File: src/rtl/zoom_line_reader.sv
// Nearest-neighbour upscaler on the read side of the line buffer: repeats each pixel
// ZOOM_FACTOR times and asks the manager to replay each line ZOOM_FACTOR times.
module zoom_line_reader #(
  parameter int LINE_DEPTH  = 4,
  parameter int PIXEL_WIDTH = 8,
  parameter int ZOOM_FACTOR = 2,
  parameter int LINE_COUNT  = 2
) (
  input  logic                   clk,
  input  logic                   rst,
  input  logic                   in_valid,
  output logic                   in_ready,
  input  logic [PIXEL_WIDTH-1:0] in_data,
  output logic                   repeat_line,
  output logic                   out_valid,
  input  logic                   out_ready,
  output logic [PIXEL_WIDTH-1:0] out_data,
  output logic                   out_sof,
  output logic                   out_eol,
  output logic                   out_eof
);

  localparam int HW = (ZOOM_FACTOR > 1) ? $clog2(ZOOM_FACTOR) : 1;
  localparam int CW = (LINE_DEPTH > 1) ? $clog2(LINE_DEPTH) : 1;
  localparam int RW = (LINE_COUNT > 1) ? $clog2(LINE_COUNT) : 1;

  localparam logic [HW-1:0] Z_LAST = HW'(ZOOM_FACTOR - 1);
  localparam logic [CW-1:0] C_LAST = CW'(LINE_DEPTH - 1);
  localparam logic [RW-1:0] R_LAST = RW'(LINE_COUNT - 1);

  localparam logic [0:0] EMPTY = 1'b0;
  localparam logic [0:0] HOLD  = 1'b1;

  logic [0:0]             state;
  logic [HW-1:0]          h_cnt;
  logic [HW-1:0]          v_cnt;
  logic [CW-1:0]          col;
  logic [RW-1:0]          row;
  logic [PIXEL_WIDTH-1:0] hold_data;
  logic                   first_col_tag;
  logic                   last_col_tag;
  logic                   last_line_tag;

  logic hold_valid;
  logic h_last;
  logic accept;
  logic out_fire;
  logic line_wrap;

  assign hold_valid = (state == HOLD);
  assign h_last     = (h_cnt == Z_LAST);
  assign in_ready   = !hold_valid || (out_ready && h_last);
  assign accept     = in_valid && in_ready;
  assign out_fire   = hold_valid && out_ready;
  assign line_wrap  = (col == C_LAST);

  // Rewind request rides on the last-pixel handshake of every replica except the final one.
  assign repeat_line = accept && line_wrap && (v_cnt != Z_LAST);

  assign out_valid = hold_valid;
  assign out_data  = hold_data;
  assign out_sof   = hold_valid && first_col_tag && (h_cnt == '0);
  assign out_eol   = hold_valid && last_col_tag && h_last;
  assign out_eof   = out_eol && last_line_tag;

  // A new pixel can only land on the final replica of the old one, so accept takes priority.
  always_ff @(posedge clk or posedge rst) begin
    if (rst) begin
      state         <= EMPTY;
      h_cnt         <= '0;
      hold_data     <= '0;
      first_col_tag <= 1'b0;
      last_col_tag  <= 1'b0;
      last_line_tag <= 1'b0;
    end else if (accept) begin
      state         <= HOLD;
      h_cnt         <= '0;
      hold_data     <= in_data;
      first_col_tag <= (col == '0) && (v_cnt == '0) && (row == '0);
      last_col_tag  <= line_wrap;
      last_line_tag <= (v_cnt == Z_LAST) && (row == R_LAST);
    end else if (out_fire) begin
      if (h_last) begin
        h_cnt <= '0;
        state <= EMPTY;
      end else begin
        h_cnt <= h_cnt + HW'(1);
      end
    end
  end

  // Input position: column within the line, replica of the line, and line within the frame.
  always_ff @(posedge clk or posedge rst) begin
    if (rst) begin
      col   <= '0;
      v_cnt <= '0;
      row   <= '0;
    end else if (accept) begin
      if (line_wrap) begin
        col <= '0;
        if (v_cnt != Z_LAST) begin
          v_cnt <= v_cnt + HW'(1);
        end else begin
          v_cnt <= '0;
          row   <= (row == R_LAST) ? '0 : row + RW'(1);
        end
      end else begin
        col <= col + CW'(1);
      end
    end
  end

endmodule

File: config.mk
export PLATFORM = sky130hd
export DESIGN_NAME = zoom_line_reader
export DESIGN_NICKNAME = d
export VERILOG_FILES = /design/src/rtl/zoom_line_reader.sv
export SDC_FILE = /design/constraint.sdc
export NUM_CORES = 1
export LEC_CHECK = 0
export BUFFER_PORTS_ARGS = -buffer_cell sky130_fd_sc_hd__buf_2
export CORE_MARGIN = 2
export CORE_UTILIZATION = 35
export DETAILED_ROUTE_END_ITERATION = 10
export PLACE_DENSITY_LB_ADDON = 0.25
export SLEW_MARGIN = 20
export SYNTH_ARGS = -nofsm -noshare
export SYNTH_HDL_FRONTEND = slang
export SYNTH_SLANG_ARGS = --single-unit
File: constraint.sdc
create_clock -name clk -period 2 [get_ports clk]
set_input_delay 0.2 -clock clk [delete_from_list [all_inputs] [get_ports clk]]
set_output_delay 0.2 -clock clk [all_outputs]
set_load 0.01 [all_outputs]
==> flow_metrics.env, run 1 <==
export IMPL_status="finished clean"
export IMPL_dieWidth_um=51.1
export IMPL_min_path_cells=2
export IMPL_synth_compound_area_share_pct=5.31
export IMPL_synthTopCellsByCount="dfrtp_1 (17), mux2_4 (8), inv_1 (3), mux2_2 (3), nor2_1 (3)"
export IMPL_reg2reg_from="out_valid"
export IMPL_synthCells=55
export IMPL_ys_warn_count=0
export IMPL_hold_violations=0
export IMPL_r2r_end="out_data[4]"
export IMPL_finalSetupTns_ns=0
export IMPL_antenna_found_initial=0
export IMPL_crit_start="out_valid"
export IMPL_clock_sinks=17
export IMPL_diodes=0
export IMPL_synth_edf_count=0
export IMPL_vias_per_cell=4.53
export IMPL_power_density_nw_per_um2=1380
export IMPL_final_util_pct=44.7
export IMPL_synth_seq_cells=17
export IMPL_place_congestion=0.732
export IMPL_synth_top_cell_area_share_pct=54.8
export IMPL_worstMarginPinSlew_ns=0.630
export IMPL_overflow=0
export IMPL_ios=26
export IMPL_setup_viol=0
export IMPL_cts_tree="done"
export IMPL_start_kind="register"
export IMPL_drc=0
export IMPL_muxShareOfSynthArea_pct=19.8
export IMPL_synth_most_common_cell="dfrtp_1"
export IMPL_rsz0062_at_grt="no"
export IMPL_synth_simple_area_share_pct=11.3
export IMPL_final_area_um2=960
export IMPL_leakagePower_nw=0.509
export IMPL_maxCapViolations=0
export IMPL_layout_min_cycle_time_ns=1.52
export IMPL_cts_buffer_depth=2
export IMPL_ir_drop_mv=0.653
export IMPL_grt_pass1_vias=487
export IMPL_numCtsBuffers=3
export IMPL_crit_type="reg2out"
export IMPL_reg2reg_slack_ns=0.65
export IMPL_fmaxAchievable_mhz=656
export IMPL_io_buffers=25
export IMPL_clkLatencyLatePin_ns=0.29
export IMPL_clockRootBuffer="clkbuf_4"
export IMPL_core_rowCount=17
export IMPL_synth_xor_area_share_pct=2.25
export IMPL_min_path_type="in2reg"
export IMPL_async_reset_ff_share_pct=100
export IMPL_fin_crit_sh_pct=76.2
export IMPL_postRouteWirelength_mm=1.29
export IMPL_grt_max_degree=18
export IMPL_die_area_um2=2610
export IMPL_first_pass_iters=4
export IMPL_drive_gt1_share_pct=53.6
export IMPL_finClkSkew_ns=0.00505
export IMPL_synth_cell_types=20
export IMPL_core_area_um2=2150
export IMPL_avgSynthCellArea_um2=14.1
export IMPL_setup_slack_ns=0.476
export IMPL_grt_pass1_wl_mm=2.18
export IMPL_p_sw_mw=0.433
export IMPL_areaGrowthSynthToFinish_pct=23.5
export IMPL_worst_setup_path_end_kind="output pin"
export IMPL_synthesis_area_um2=777
export IMPL_min_to="out_data[5]"
export IMPL_final_nets=99
export IMPL_p_seq_share_pct=46.5
export IMPL_yosysSeqAreaShare_pct=54.8
export IMPL_required_ns=1.80
export IMPL_p_int_mw=0.894
export IMPL_place_ws_ns=0.640
export IMPL_synthAdderAreaFrac_pct=3.22
export IMPL_drv_slew=0
export IMPL_wl_per_cell_um=11.5
export IMPL_synth_top_family_by_area="multiplexers"
export IMPL_clkPwrFrac_pct=13.5
export IMPL_yosysTopAreaCell="dfrtp_1"
export IMPL_synthesis_nets=69
export IMPL_placed_area_um2=922
export IMPL_ant_nets=0
export IMPL_arrival_ns=1.32
export IMPL_crit_fanout=6
export IMPL_switching_share_pct=32.7
export IMPL_drtIter0Drc=5
export IMPL_max_slew_margin_pct=57.9
export IMPL_start_util_pct=36.2
export IMPL_track_usage_pct=11.8
export IMPL_min_from="in_data[5]"
export IMPL_dp_hpwl_um=944
export IMPL_htree_num_levels=1
export IMPL_netlist_top_cells_area="dfrtp_1 (55%), mux2_4 (15%), mux2_2 (4.3%)"
export IMPL_comb_power_share_pct=40.0
export IMPL_die_y_um=51.1
export IMPL_dr_total_vias=507
export IMPL_reg2regPathDepth=3
export IMPL_clk_pin_slew_ns=0.10
export IMPL_synth_ff_type="dfrtp_1"
cell usage in the layout, fill, tap and decap left out, drive strengths merged:
cell type    netlist  layout
buf                1      25
dfrtp             17      17
mux2              11      11
nor2               3       3
inv                3       3
clkbuf             0       3
a21bo              3       3
nand2              3       3
nand4              2       2
xnor2              2       2
nand3              2       2
ha                 2       2
and3               1       1
and2               1       1
nor3b              1       1
nand2b             1       1
o21ai              1       1
or2b               1       1
clkinv             0       1
dlygate4sd3        0       1
repair_timing:
action | 4_1_cts | 5_1_grt
resized for setup | 0 | 0
endpoints found under the hold margin | 17 | 0
hold buffers | 1 | 0
setup buffers | 0 | 0
layer usage:
metal / wire [um] / vias to the layer above / global-route usage, % / share of wire [%]
met4: 0 / 0 / 8.11 / 0
met2: 631 / 14 / 18.6 / 49
met5: 0 / - / 0 / 0
met1: 586 / 244 / 13.7 / 46
met3: 67 / 0 / 3.51 / 5.2
li1: - / 249 / - / -
cells by family after synthesis:
family,after synthesis
DFF,17
adders and majority gates,2
and+or+nand+nor,15
buffers and inverters,4
muxes,11
AOI/OAI and AO/OA,4
xor gates and xnor gates,2
critical path: stages (launching register included):
cell and delay (ns):
dfrtp_1 0.43, a21bo_4 0.24, nand3_1 0.14, nor2_1 0.10
buf_2 0.13
worst max path at each step:
| stage | end | cells after the start |
|---|---|---|
| after floorplan | col[0] | 4 |
| after global placement | out_data[7] | 3 |
| after detailed placement | out_data[4] | 3 |
| after global routing | repeat_line | 4 |
| final | repeat_line | 4 |
| after CTS | repeat_line | 4 |
power groups by stage:
stage | clock network (mW) | logic (mW) | registers (mW)
5_1_grt | 0.208 | 0.581 | 0.646
4_1_cts | 0.184 | 0.541 | 0.620
2_1_floorplan | 0 | 0.343 | 0.649
3_5_place_dp | 0 | 0.534 | 0.625
3_3_place_gp | 0 | 0.524 | 0.619
6_report | 0.179 | 0.530 | 0.618
layout make-up:
cell class / count / area (um^2)
Clock buffer: 3 / 22.5
Clock inverter: 1 / 5.00
Fill cell: 210 / 1190
Inverter: 3 / 11.3
Multi-Input combinational cell: 34 / 325
Sequential cell: 17 / 425
Tap cell: 28 / 35.0
Timing Repair Buffer: 26 / 135
state kept, by name, summed over array words and instances, names as in the netlist:
register / count
h_cnt: 1
col: 2
v_cnt: 1
last_line_tag: 1
last_col_tag: 1
out_data: 8
out_valid: 1
row: 1
first_col_tag: 1
stage by stage:
stage	instances	power, mW	hold WS [ns]
2_1_floorplan	55	0.992	0.126
3_3_place_gp	107	1.14	0.311
3_5_place_dp	107	1.16	0.309
4_1_cts	112	1.35	0.130
5_1_grt	112	1.44	0.105
6_report	112	1.33	0.134
Note: power is estimated with default switching activity, not from simulation.
==> run 2: changes to the inputs <==
Clock period 2 ns to 1.55 ns, I/O delays scaled along.
==> run 2 against run 1 <==
Compared with the run above:
- global-route usage unchanged
- hold slack got worse by 0.039 ns
- critical path depth is the same
- register-to-register slack worse by 0.45 ns
- setup slack lost 0.38 ns
- critical path type unchanged
- critical endpoint is now out_eof
- largest cell class unchanged
- largest power group unchanged
==> flow_metrics.env, run 2 (synthesis results as in run 1) <==
export IMPL_worst_setup_path_end_kind="output pin"
export IMPL_arrival_ns=1.30
export IMPL_setup_viol=0
export IMPL_core_rowCount=17
export IMPL_clockRootBuffer="clkbuf_4"
export IMPL_vias_per_cell=4.49
export IMPL_path_cells="buf_4, and3_2, and2_1, buf_2"
export IMPL_crit_type="reg2out"
export IMPL_slowest_delay_ns=0.41
export IMPL_dr_total_vias=507
export IMPL_max_slew_margin_pct=58.1
export IMPL_clk_pin_slew_ns=0.10
export IMPL_wl_per_cell_um=11.3
export IMPL_holdWs_ns=0.0945
export IMPL_io_buffers=25
export IMPL_dp_hpwl_um=944
export IMPL_start_util_pct=36.2
export IMPL_start_kind="register"
export IMPL_rsz0062_at_grt="no"
export IMPL_final_nets=100
export IMPL_place_congestion=0.732
export IMPL_ir_drop_mv=0.841
export IMPL_layout_min_cycle_time_ns=1.46
export IMPL_areaGrowthSynthToFinish_pct=26.7
export IMPL_finalPower_mw=1.74
export IMPL_crit_path_top_delay_cell="dfrtp_1"
export IMPL_drv_slew=0
export IMPL_die_area_um2=2610
export IMPL_clkLatencyLatePin_ns=0.28
export IMPL_power_density_nw_per_um2=1770
export IMPL_final_cell_mix="buf_2 (25), dfrtp_1 (17), mux2_4 (8)"
export IMPL_crit_fanout=4
export IMPL_required_ns=1.39
export IMPL_antenna_found_initial=0
export IMPL_min_path_type="in2reg"
export IMPL_ant_nets=0
export IMPL_fmaxAchievable_mhz=686
export IMPL_maxCapViolations=0
export IMPL_drc=0
export IMPL_leakagePower_nw=0.514
export IMPL_largest_register_ffs=8
export IMPL_htree_num_levels=1
export IMPL_dieWidth_um=51.1
export IMPL_cts_buffer_depth=2
export IMPL_finalSetupTns_ns=0
export IMPL_hold_violations=0
export IMPL_core_area_um2=2150
export IMPL_overflow=0
export IMPL_grt_pass1_wl_mm=2.18
export IMPL_final_util_pct=45.8
export IMPL_clock_sinks=17
export IMPL_postRouteWirelength_mm=1.27
export IMPL_status="finished clean"
export IMPL_ios=26
export IMPL_grt_pass1_vias=487
export IMPL_worstMarginPinSlew_ns=0.628
export IMPL_grt_max_degree=18
export IMPL_drive_gt1_share_pct=56.5
export IMPL_finClkSkew_ns=0.00449
export IMPL_fin_crit_sh_pct=94.1
export IMPL_first_pass_iters=2
export IMPL_final_common_cell="buf_2"
export IMPL_diodes=0
export IMPL_numCtsBuffers=3
export IMPL_die_y_um=51.1
export IMPL_cts_tree="done"
export IMPL_drtIter0Drc=5
export IMPL_track_usage_pct=11.8
[run 2: per-layer routing]
metal	up-vias	track usage, %	wire, um
met5	-	0	0
met4	0	8.11	15
met3	2	3.51	63
met2	14	18.6	622
met1	243	13.7	572
li1	248	-	-
[run 2: cell type report]
type,count,area (um^2)
fillers,212,1160
flip-flops and latches,17,425
multi-input cells,34,343
repair buffers,27,143
well taps,28,35.0
clock buffers,3,22.5
inverters,3,11.3
clock inverters,1,5.00
[run 2: power by group]
group	switching (mW)	internal, mW	total, mW	leakage (nW)
registers	0.156	0.651	0.808	0.204
logic	0.284	0.423	0.707	0.292
clock network	0.131	0.0957	0.227	0.0177
[run 2: worst paths after layout]
kind                               startpoint       endpoint  slack (ns)  cells after the start
worst min-delay path               in_data[1]    out_data[1]        0.09                      2
worst max-delay path                out_valid        out_eof        0.09                      4
max in group asynchronous                 rst      out_valid        0.66                      3
min in group asynchronous                 rst    out_data[1]        0.48                      3
worst min register to register  last_line_tag  last_line_tag        0.49                      1
worst max register to register          h_cnt    out_data[4]        0.20                      3
[run 2: critical path, delay by kind of cell, from the launching register on]
family | cells | cell delay (ns)
and+or+nand+nor | 2 | 0.34
DFF | 1 | 0.41
buffers and inverters | 2 | 0.27
[run 2: repair_timing]
action                                 in CTS  in global routing
setup endpoints to repair                   0                  1
gates resized for setup                     0                  3
endpoints found under the hold margin      17                  0
hold buffers                                1                  0
setup buffers                               0                  1
[run 2: through the flow]
step	cell area [um^2]	setup WS, ns	std cells
after floorplan	777	0.201	55
after global placement	922	0.226	107
after detailed placement	922	0.190	107
after CTS	960	0.0573	112
after global routing	985	0.0249	113
final	985	0.0919	113
